File: src/rtl/uart_regs_pkg.sv
// Shared register-map offsets, STATUS bit positions, FSM states and RX buffer depth
// for the UART register peripheral.
package uart_regs_pkg;

  localparam logic [6:0] OFF_TX_DATA = 7'd0;
  localparam logic [6:0] OFF_STATUS  = 7'd1;
  localparam logic [6:0] OFF_RX_DATA = 7'd2;

  localparam int STATUS_TX_READY     = 0;
  localparam int STATUS_RX_VALID     = 1;
  localparam int STATUS_RX_OVERRUN   = 2;
  localparam int STATUS_RX_FRAME_ERR = 3;

  localparam int RX_FIFO_DEPTH = 4;

  typedef enum logic [1:0] {
    ST_IDLE  = 2'd0,
    ST_START = 2'd1,
    ST_DATA  = 2'd2,
    ST_STOP  = 2'd3
  } uart_state_t;

endpackage

File: src/rtl/uart_receiver.sv
// 8N1 receiver: 2-flop synchronizer on uart_rx and a start/data/stop sampling FSM.
// Emits a single-cycle rx_strobe (good stop bit) or frame_err_pulse (bad stop bit).
module uart_receiver
  import uart_regs_pkg::*;
#(
  parameter int CLOCKS_PER_BIT = 16
) (
  input  logic       clk,
  input  logic       reset,
  input  logic       uart_rx,
  output logic       rx_strobe,
  output logic [7:0] rx_byte,
  output logic       frame_err_pulse
);

  localparam int CW = $clog2(CLOCKS_PER_BIT);
  localparam logic [CW-1:0] BIT_LAST = CW'(CLOCKS_PER_BIT - 1);
  localparam logic [CW-1:0] BIT_HALF = CW'(CLOCKS_PER_BIT / 2);

  logic [1:0]    sync_reg;
  logic          rx_line;
  uart_state_t   state_reg, state_next;
  logic [CW-1:0] cnt_reg, cnt_next;
  logic [2:0]    bit_reg, bit_next;
  logic [7:0]    shift_reg, shift_next;
  logic          bit_end;
  logic          bit_half;

  // Synchronizer idles high so reset does not look like a start bit.
  always_ff @(posedge clk) begin
    if (reset) begin
      sync_reg <= 2'b11;
    end else begin
      sync_reg <= {sync_reg[0], uart_rx};
    end
  end

  assign rx_line  = sync_reg[1];
  assign bit_end  = (cnt_reg == BIT_LAST);
  assign bit_half = (cnt_reg == BIT_HALF);

  always_comb begin
    state_next = state_reg;
    cnt_next   = cnt_reg;
    bit_next   = bit_reg;
    shift_next = shift_reg;
    case (state_reg)
      ST_IDLE: begin
        cnt_next = '0;
        if (!rx_line) begin
          state_next = ST_START;
        end
      end
      ST_START: begin
        cnt_next = cnt_reg + 1'b1;
        if (bit_half) begin
          cnt_next   = '0;
          bit_next   = '0;
          state_next = rx_line ? ST_IDLE : ST_DATA;
        end
      end
      ST_DATA: begin
        cnt_next = bit_end ? '0 : cnt_reg + 1'b1;
        if (bit_end) begin
          shift_next = {rx_line, shift_reg[7:1]};
          bit_next   = bit_reg + 1'b1;
          if (bit_reg == 3'd7) begin
            state_next = ST_STOP;
          end
        end
      end
      ST_STOP: begin
        cnt_next = bit_end ? '0 : cnt_reg + 1'b1;
        if (bit_end) begin
          state_next = ST_IDLE;
        end
      end
      default: state_next = ST_IDLE;
    endcase
  end

  always_ff @(posedge clk) begin
    if (reset) begin
      state_reg <= ST_IDLE;
      cnt_reg   <= '0;
      bit_reg   <= '0;
      shift_reg <= '0;
    end else begin
      state_reg <= state_next;
      cnt_reg   <= cnt_next;
      bit_reg   <= bit_next;
      shift_reg <= shift_next;
    end
  end

  assign rx_strobe       = (state_reg == ST_STOP) && bit_end && rx_line;
  assign frame_err_pulse = (state_reg == ST_STOP) && bit_end && !rx_line;
  assign rx_byte         = shift_reg;

endmodule

File: src/rtl/uart_register_peripheral.sv
// Memory-mapped 8N1 UART: register decode, TX FSM and RX buffer.
// Define UART_RX_FIFO_EN for a 4-entry RX FIFO; otherwise a single holding register.
module uart_register_peripheral
  import uart_regs_pkg::*;
#(
  parameter int         CLOCKS_PER_BIT = 16,
  parameter logic [6:0] BASE_INDEX     = 7'd0
) (
  input  logic        clk,
  input  logic        reset,
  input  logic [6:0]  register_index,
  input  logic        register_read,
  input  logic        register_write,
  input  logic [15:0] register_write_value,
  output logic [15:0] register_read_value,
  output logic        uart_tx,
  input  logic        uart_rx
);

  localparam int CW = $clog2(CLOCKS_PER_BIT);
  localparam logic [CW-1:0] BIT_LAST = CW'(CLOCKS_PER_BIT - 1);

  logic [6:0] offset;
  logic       sel_tx, sel_status, sel_rx;
  logic       unused_write_bits;

  assign offset            = register_index - BASE_INDEX;
  assign sel_tx            = (offset == OFF_TX_DATA);
  assign sel_status        = (offset == OFF_STATUS);
  assign sel_rx            = (offset == OFF_RX_DATA);
  assign unused_write_bits = ^register_write_value[15:8];

  // ---------------- TX ----------------
  uart_state_t   tx_state_reg, tx_state_next;
  logic [CW-1:0] tx_cnt_reg, tx_cnt_next;
  logic [2:0]    tx_bit_reg, tx_bit_next;
  logic [7:0]    tx_shift_reg, tx_shift_next;
  logic          tx_line_reg, tx_line_next;
  logic          tx_start;
  logic          tx_bit_end;

  assign tx_start   = register_write && sel_tx && (tx_state_reg == ST_IDLE);
  assign tx_bit_end = (tx_cnt_reg == BIT_LAST);

  always_comb begin
    tx_state_next = tx_state_reg;
    tx_cnt_next   = tx_cnt_reg;
    tx_bit_next   = tx_bit_reg;
    tx_shift_next = tx_shift_reg;
    if (tx_state_reg != ST_IDLE) begin
      tx_cnt_next = tx_bit_end ? '0 : tx_cnt_reg + 1'b1;
    end
    case (tx_state_reg)
      ST_IDLE: begin
        if (tx_start) begin
          tx_state_next = ST_START;
          tx_cnt_next   = '0;
          tx_shift_next = register_write_value[7:0];
        end
      end
      ST_START: begin
        if (tx_bit_end) begin
          tx_state_next = ST_DATA;
          tx_bit_next   = '0;
        end
      end
      ST_DATA: begin
        if (tx_bit_end) begin
          tx_shift_next = {1'b0, tx_shift_reg[7:1]};
          tx_bit_next   = tx_bit_reg + 1'b1;
          if (tx_bit_reg == 3'd7) begin
            tx_state_next = ST_STOP;
          end
        end
      end
      ST_STOP: begin
        if (tx_bit_end) begin
          tx_state_next = ST_IDLE;
        end
      end
      default: tx_state_next = ST_IDLE;
    endcase
    // Line level is registered from the next state so uart_tx is glitch-free.
    case (tx_state_next)
      ST_START: tx_line_next = 1'b0;
      ST_DATA:  tx_line_next = tx_shift_next[0];
      default:  tx_line_next = 1'b1;
    endcase
  end

  always_ff @(posedge clk) begin
    if (reset) begin
      tx_state_reg <= ST_IDLE;
      tx_cnt_reg   <= '0;
      tx_bit_reg   <= '0;
      tx_shift_reg <= '0;
      tx_line_reg  <= 1'b1;
    end else begin
      tx_state_reg <= tx_state_next;
      tx_cnt_reg   <= tx_cnt_next;
      tx_bit_reg   <= tx_bit_next;
      tx_shift_reg <= tx_shift_next;
      tx_line_reg  <= tx_line_next;
    end
  end

  assign uart_tx = tx_line_reg;

  // ---------------- RX ----------------
  logic       rx_strobe;
  logic       frame_err_pulse;
  logic [7:0] rx_byte;

  uart_receiver #(
    .CLOCKS_PER_BIT(CLOCKS_PER_BIT)
  ) u_receiver (
    .clk            (clk),
    .reset          (reset),
    .uart_rx        (uart_rx),
    .rx_strobe      (rx_strobe),
    .rx_byte        (rx_byte),
    .frame_err_pulse(frame_err_pulse)
  );

  logic       pop, full, push_ok, overrun_set;
  logic       rx_valid_now, rx_valid_next;
  logic [7:0] rx_head;

  // A pop frees a slot for a push arriving in the same cycle.
  assign pop         = register_write && sel_rx && rx_valid_now;
  assign push_ok     = rx_strobe && (!full || pop);
  assign overrun_set = rx_strobe && full && !pop;

`ifdef UART_RX_FIFO_EN
  logic [7:0] fifo_mem [RX_FIFO_DEPTH];
  logic [1:0] rd_ptr_reg, wr_ptr_reg;
  logic [2:0] count_reg, count_next;

  assign full         = (count_reg == 3'(RX_FIFO_DEPTH));
  assign rx_valid_now = (count_reg != 3'd0);
  assign rx_head      = fifo_mem[rd_ptr_reg];

  always_comb begin
    count_next = count_reg;
    if (push_ok && !pop) begin
      count_next = count_reg + 3'd1;
    end else if (pop && !push_ok) begin
      count_next = count_reg - 3'd1;
    end
  end

  assign rx_valid_next = (count_next != 3'd0);

  always_ff @(posedge clk) begin
    if (push_ok) begin
      fifo_mem[wr_ptr_reg] <= rx_byte;
    end
  end

  always_ff @(posedge clk) begin
    if (reset) begin
      rd_ptr_reg <= '0;
      wr_ptr_reg <= '0;
      count_reg  <= '0;
    end else begin
      if (push_ok) begin
        wr_ptr_reg <= wr_ptr_reg + 2'd1;
      end
      if (pop) begin
        rd_ptr_reg <= rd_ptr_reg + 2'd1;
      end
      count_reg <= count_next;
    end
  end
`else
  logic [7:0] hold_reg;
  logic       hold_valid_reg;

  assign full          = hold_valid_reg;
  assign rx_valid_now  = hold_valid_reg;
  assign rx_head       = hold_reg;
  assign rx_valid_next = push_ok || (hold_valid_reg && !pop);

  always_ff @(posedge clk) begin
    if (reset) begin
      hold_reg       <= '0;
      hold_valid_reg <= 1'b0;
    end else begin
      hold_valid_reg <= rx_valid_next;
      if (push_ok) begin
        hold_reg <= rx_byte;
      end
    end
  end
`endif

  // ---------------- flags and read path ----------------
  logic        status_write;
  logic        overrun_reg, overrun_next;
  logic        frame_err_reg, frame_err_next;
  logic [15:0] status_next;
  logic [15:0] read_mux;
  logic [15:0] read_value_reg;

  assign status_write   = register_write && sel_status;
  // Set has priority over a write-1-to-clear in the same cycle.
  assign overrun_next   = overrun_set ||
                          (overrun_reg && !(status_write && register_write_value[STATUS_RX_OVERRUN]));
  assign frame_err_next = frame_err_pulse ||
                          (frame_err_reg && !(status_write && register_write_value[STATUS_RX_FRAME_ERR]));

  always_ff @(posedge clk) begin
    if (reset) begin
      overrun_reg   <= 1'b0;
      frame_err_reg <= 1'b0;
    end else begin
      overrun_reg   <= overrun_next;
      frame_err_reg <= frame_err_next;
    end
  end

  // STATUS reports the state as it will be after this cycle's edge.
  always_comb begin
    status_next                      = '0;
    status_next[STATUS_TX_READY]     = (tx_state_next == ST_IDLE);
    status_next[STATUS_RX_VALID]     = rx_valid_next;
    status_next[STATUS_RX_OVERRUN]   = overrun_next;
    status_next[STATUS_RX_FRAME_ERR] = frame_err_next;
  end

  always_comb begin
    read_mux = '0;
    if (sel_status) begin
      read_mux = status_next;
    end else if (sel_rx && rx_valid_now) begin
      read_mux = {8'h00, rx_head};
    end
  end

  always_ff @(posedge clk) begin
    if (reset) begin
      read_value_reg <= '0;
    end else if (register_read) begin
      read_value_reg <= read_mux;
    end
  end

  assign register_read_value = read_value_reg;

endmodule

File: config.mk
export PLATFORM = sky130hd
export DESIGN_NAME = uart_register_peripheral
export DESIGN_NICKNAME = d
export VERILOG_FILES = /design/src/rtl/uart_regs_pkg.sv /design/src/rtl/uart_receiver.sv /design/src/rtl/uart_register_peripheral.sv
export SDC_FILE = /design/constraint.sdc
export NUM_CORES = 1
export LEC_CHECK = 0
export ABC_AREA = 1
export CORE_UTILIZATION = 30
export DETAILED_ROUTE_END_ITERATION = 7
export SETUP_SLACK_MARGIN = 0.2
export SLEW_MARGIN = 20
export SYNTH_ARGS = -nofsm -noshare
export SYNTH_HDL_FRONTEND = slang
export SYNTH_SLANG_ARGS = --single-unit
File: constraint.sdc
create_clock -name clk -period 3.15 [get_ports clk]
set_clock_uncertainty 0.05 [all_clocks]
set_input_delay 0.7875 -clock clk [delete_from_list [all_inputs] [get_ports clk]]
set_output_delay 0.7875 -clock clk [all_outputs]
set_load 0.05 [all_outputs]
==> flow_summary_export.csv <==
group,metric,value,unit
status,status,"complete, no violations",
die,dieArea,9330,um^2
cells_and_area,final_util,36.1,%
synth,yosys.area.top_type,"dfxtp_1",
synth,synthDistinctLibCells,35,
place,dp_hpwl,3830,um
clocking,cts.sinks,56,
clocking,tritoncts,"done",
detailed_routing,routed_wl,5100,um
global_route,grt_pass1_wl,8800,um
clocking,post_cts_buffers,0,
die,chipWidth,96.6,um
cells_and_area,drive_gt1_share,10.4,%
die,initial_utilization,30.9,%
worst_hold_path,hp-class,"reg2reg",
worst_setup_path,crit_path_start_kind,"flop",
worst_setup_path,cp_num_buf_inv,1,
worst_setup_path,critical_path_class,"reg2out",
global_route,grt_util_all_layers,12.1,%
synth,syn_inst,356,
worst_setup_path,crit_fanout,2,
sta,tightest_slew,0.820,ns
synth,synth_common_cells,"nand2_1 (67), dfxtp_1 (56), nor2_1 (50), inv_1 (34), o21ai_0 (29)",
sta,timing.final.max_slew_violations,0,
power,power_density,419,nW/um^2
worst_setup_path,crit_slowest_cell,"clkdlybuf4s50_1",
clocking,htreeDepth,2,
sta,relSlewSlack,45.3,%
clocking,clk_path_buf_depth,2,
detailed_routing,drcViolationCount,0,
cells_and_area,regArea,1120,um^2
synth,synth.top_cell.area_share,41.8,%
global_route,grt_pass1_vias,2090,
synth,yosysMostFrequentCell,"nand2_1",
die,die_h,96.6,um
cells_and_area,area_delta_synth_final,16.8,%
die,io_pins,45,
clocking,cts_buffers,5,
detailed_routing,via_per_inst,4.54,
power,ir_worst_vdd,0.000186,V
cells_and_area,antenna-diode-count,0,
sta,final.min_clock_period,2.31,ns
sta,period_share,73.4,%
sta,finalHoldViolCount,0,
worst_setup_path,r2r_slack,1.52,ns
synth,async_reset_ff_share,0,%
synth,ys_seq_elements,56,
die,coreArea,8680,um^2
power,p_leak,1.31,nW
synth,synthTopCellsByArea,"dfxtp_1 (42%), nand2_1 (9.4%), nor2_1 (7.0%)",
clocking,clock_latency,0.31,ns
sta,rsz0062_at_grt,"false",
die,rows,34,
clocking,root_buffer,"clkbuf_8",
synth,syn_avg_cell_area,7.54,um^2
worst_setup_path,crit_family,"buffers and inverters",
worst_setup_path,max_stage_delay,0.82,ns
detailed_routing,dr.pass1.iters,4,
detailed_routing,postRouteAntennaNets,0,
sta,setup_tns,0,ns
clocking,path_clk_slew,0.10,ns
place,place_congestion,0.782,
detailed_routing,drt_iter0_drc,54,
worst_setup_path,path_cells,"clkdlybuf4s50_1",
worst_setup_path,required,2.31,ns
synth,ys_warn_count,0,
synth,synth.yosys.seq_area_share,41.8,%
sta,max_freq,432,MHz
sta,whs,0.366,ns
synth,synth_area,2680,um^2
global_route,grt_overflow,0,
detailed_routing,vias,2236,
cells_and_area,multiInputGateArea,1330,um^2
synth,synth_ff_type,"dfxtp_1",
clocking,cts_resized,0,
global_route,antenna_found_initial,0,
sta,final-setup-viol-count,0,
worst_setup_path,arrival,1.47,ns
synth,synth_edf_count,0,
global_route,grt_max_degree,31,
clocking,hold_buffers,0,
worst_setup_path,end_kind,"output port",
detailed_routing,avgRoutedWirePerCell,10.3,um
place,io_buffers,28,
cells_and_area,nets,424,
cells_and_area,final.fill_count,918,
flow_run,drv_cap,0,
## cells in the final DEF (no fill, tap or decap), drive strengths merged, types with 3 or more instances in the layout
cell           count
nand2             72
dfxtp             56
nor2              56
inv               43
o21ai             32
clkdlybuf4s50     28
nand3             26
a21oi             24
ha                12
conb               8
a31oi              6
clkbuf             5
nor3               3
## worst paths after layout
path	start	to	cells after the start
min	u_receiver.sync_reg[0]	u_receiver.sync_reg[1]	1
min reg2reg	u_receiver.sync_reg[0]	u_receiver.sync_reg[1]	1
max	register_read_value[1]	register_read_value[1]	1
max reg2reg	u_receiver.state_reg[0]	u_receiver.rx_byte[2]	7
## layer usage
metal,part of all wire (%),vias up,GRT usage [%],wire [um]
li1,-,1187,-,-
met1,47,1016,14.0,2400
met2,49,28,22.2,2480
met3,3.0,5,2.82,151
met4,1.1,0,2.94,57
met5,0,-,0,0
## where the power goes
| group | internal (mW) | switching [mW] |
|---|---|---|
| combinational | 0.0614 | 0.107 |
| sequential | 0.724 | 0.0105 |
| clock | 0.164 | 0.247 |
## kinds of logic (layout without fill, tap and decap cells)
kind of cell,Yosys count,after routing,share of synthesized area [%]
other,1,8,0.140
adders and majority gates,12,12,5.59
and+or+nand+nor,161,161,28.3
DFF,56,56,41.8
buffers and inverters,57,79,9.65
AOI/OAI and AO/OA,66,66,13.6
xor gates and xnor gates,3,3,0.979
## per-stage QoR
stage | setup WS (ns) | total power [mW] | cells | cell area (um^2)
after global routing | 0.790 | 1.38 | 493 | 3130
after detailed placement | 0.727 | 0.921 | 485 | 3040
after CTS | 0.822 | 1.33 | 493 | 3130
final | 0.838 | 1.31 | 493 | 3130
after floorplan | 1.42 | 0.872 | 363 | 2710
after global placement | 0.727 | 0.917 | 485 | 3040
## layout make-up
| class | count | area share [%] |
|---|---|---|
| timing repair buffer | 29 | 9.18 |
| tap | 108 | 4.31 |
| sequential | 56 | 35.8 |
| inverter | 42 | 5.27 |
| clock buffer | 5 | 2.20 |
| clock inverter | 3 | 0.838 |
| multi-input combinational | 250 | 42.4 |
Note: power is estimated with default switching activity, not from simulation.
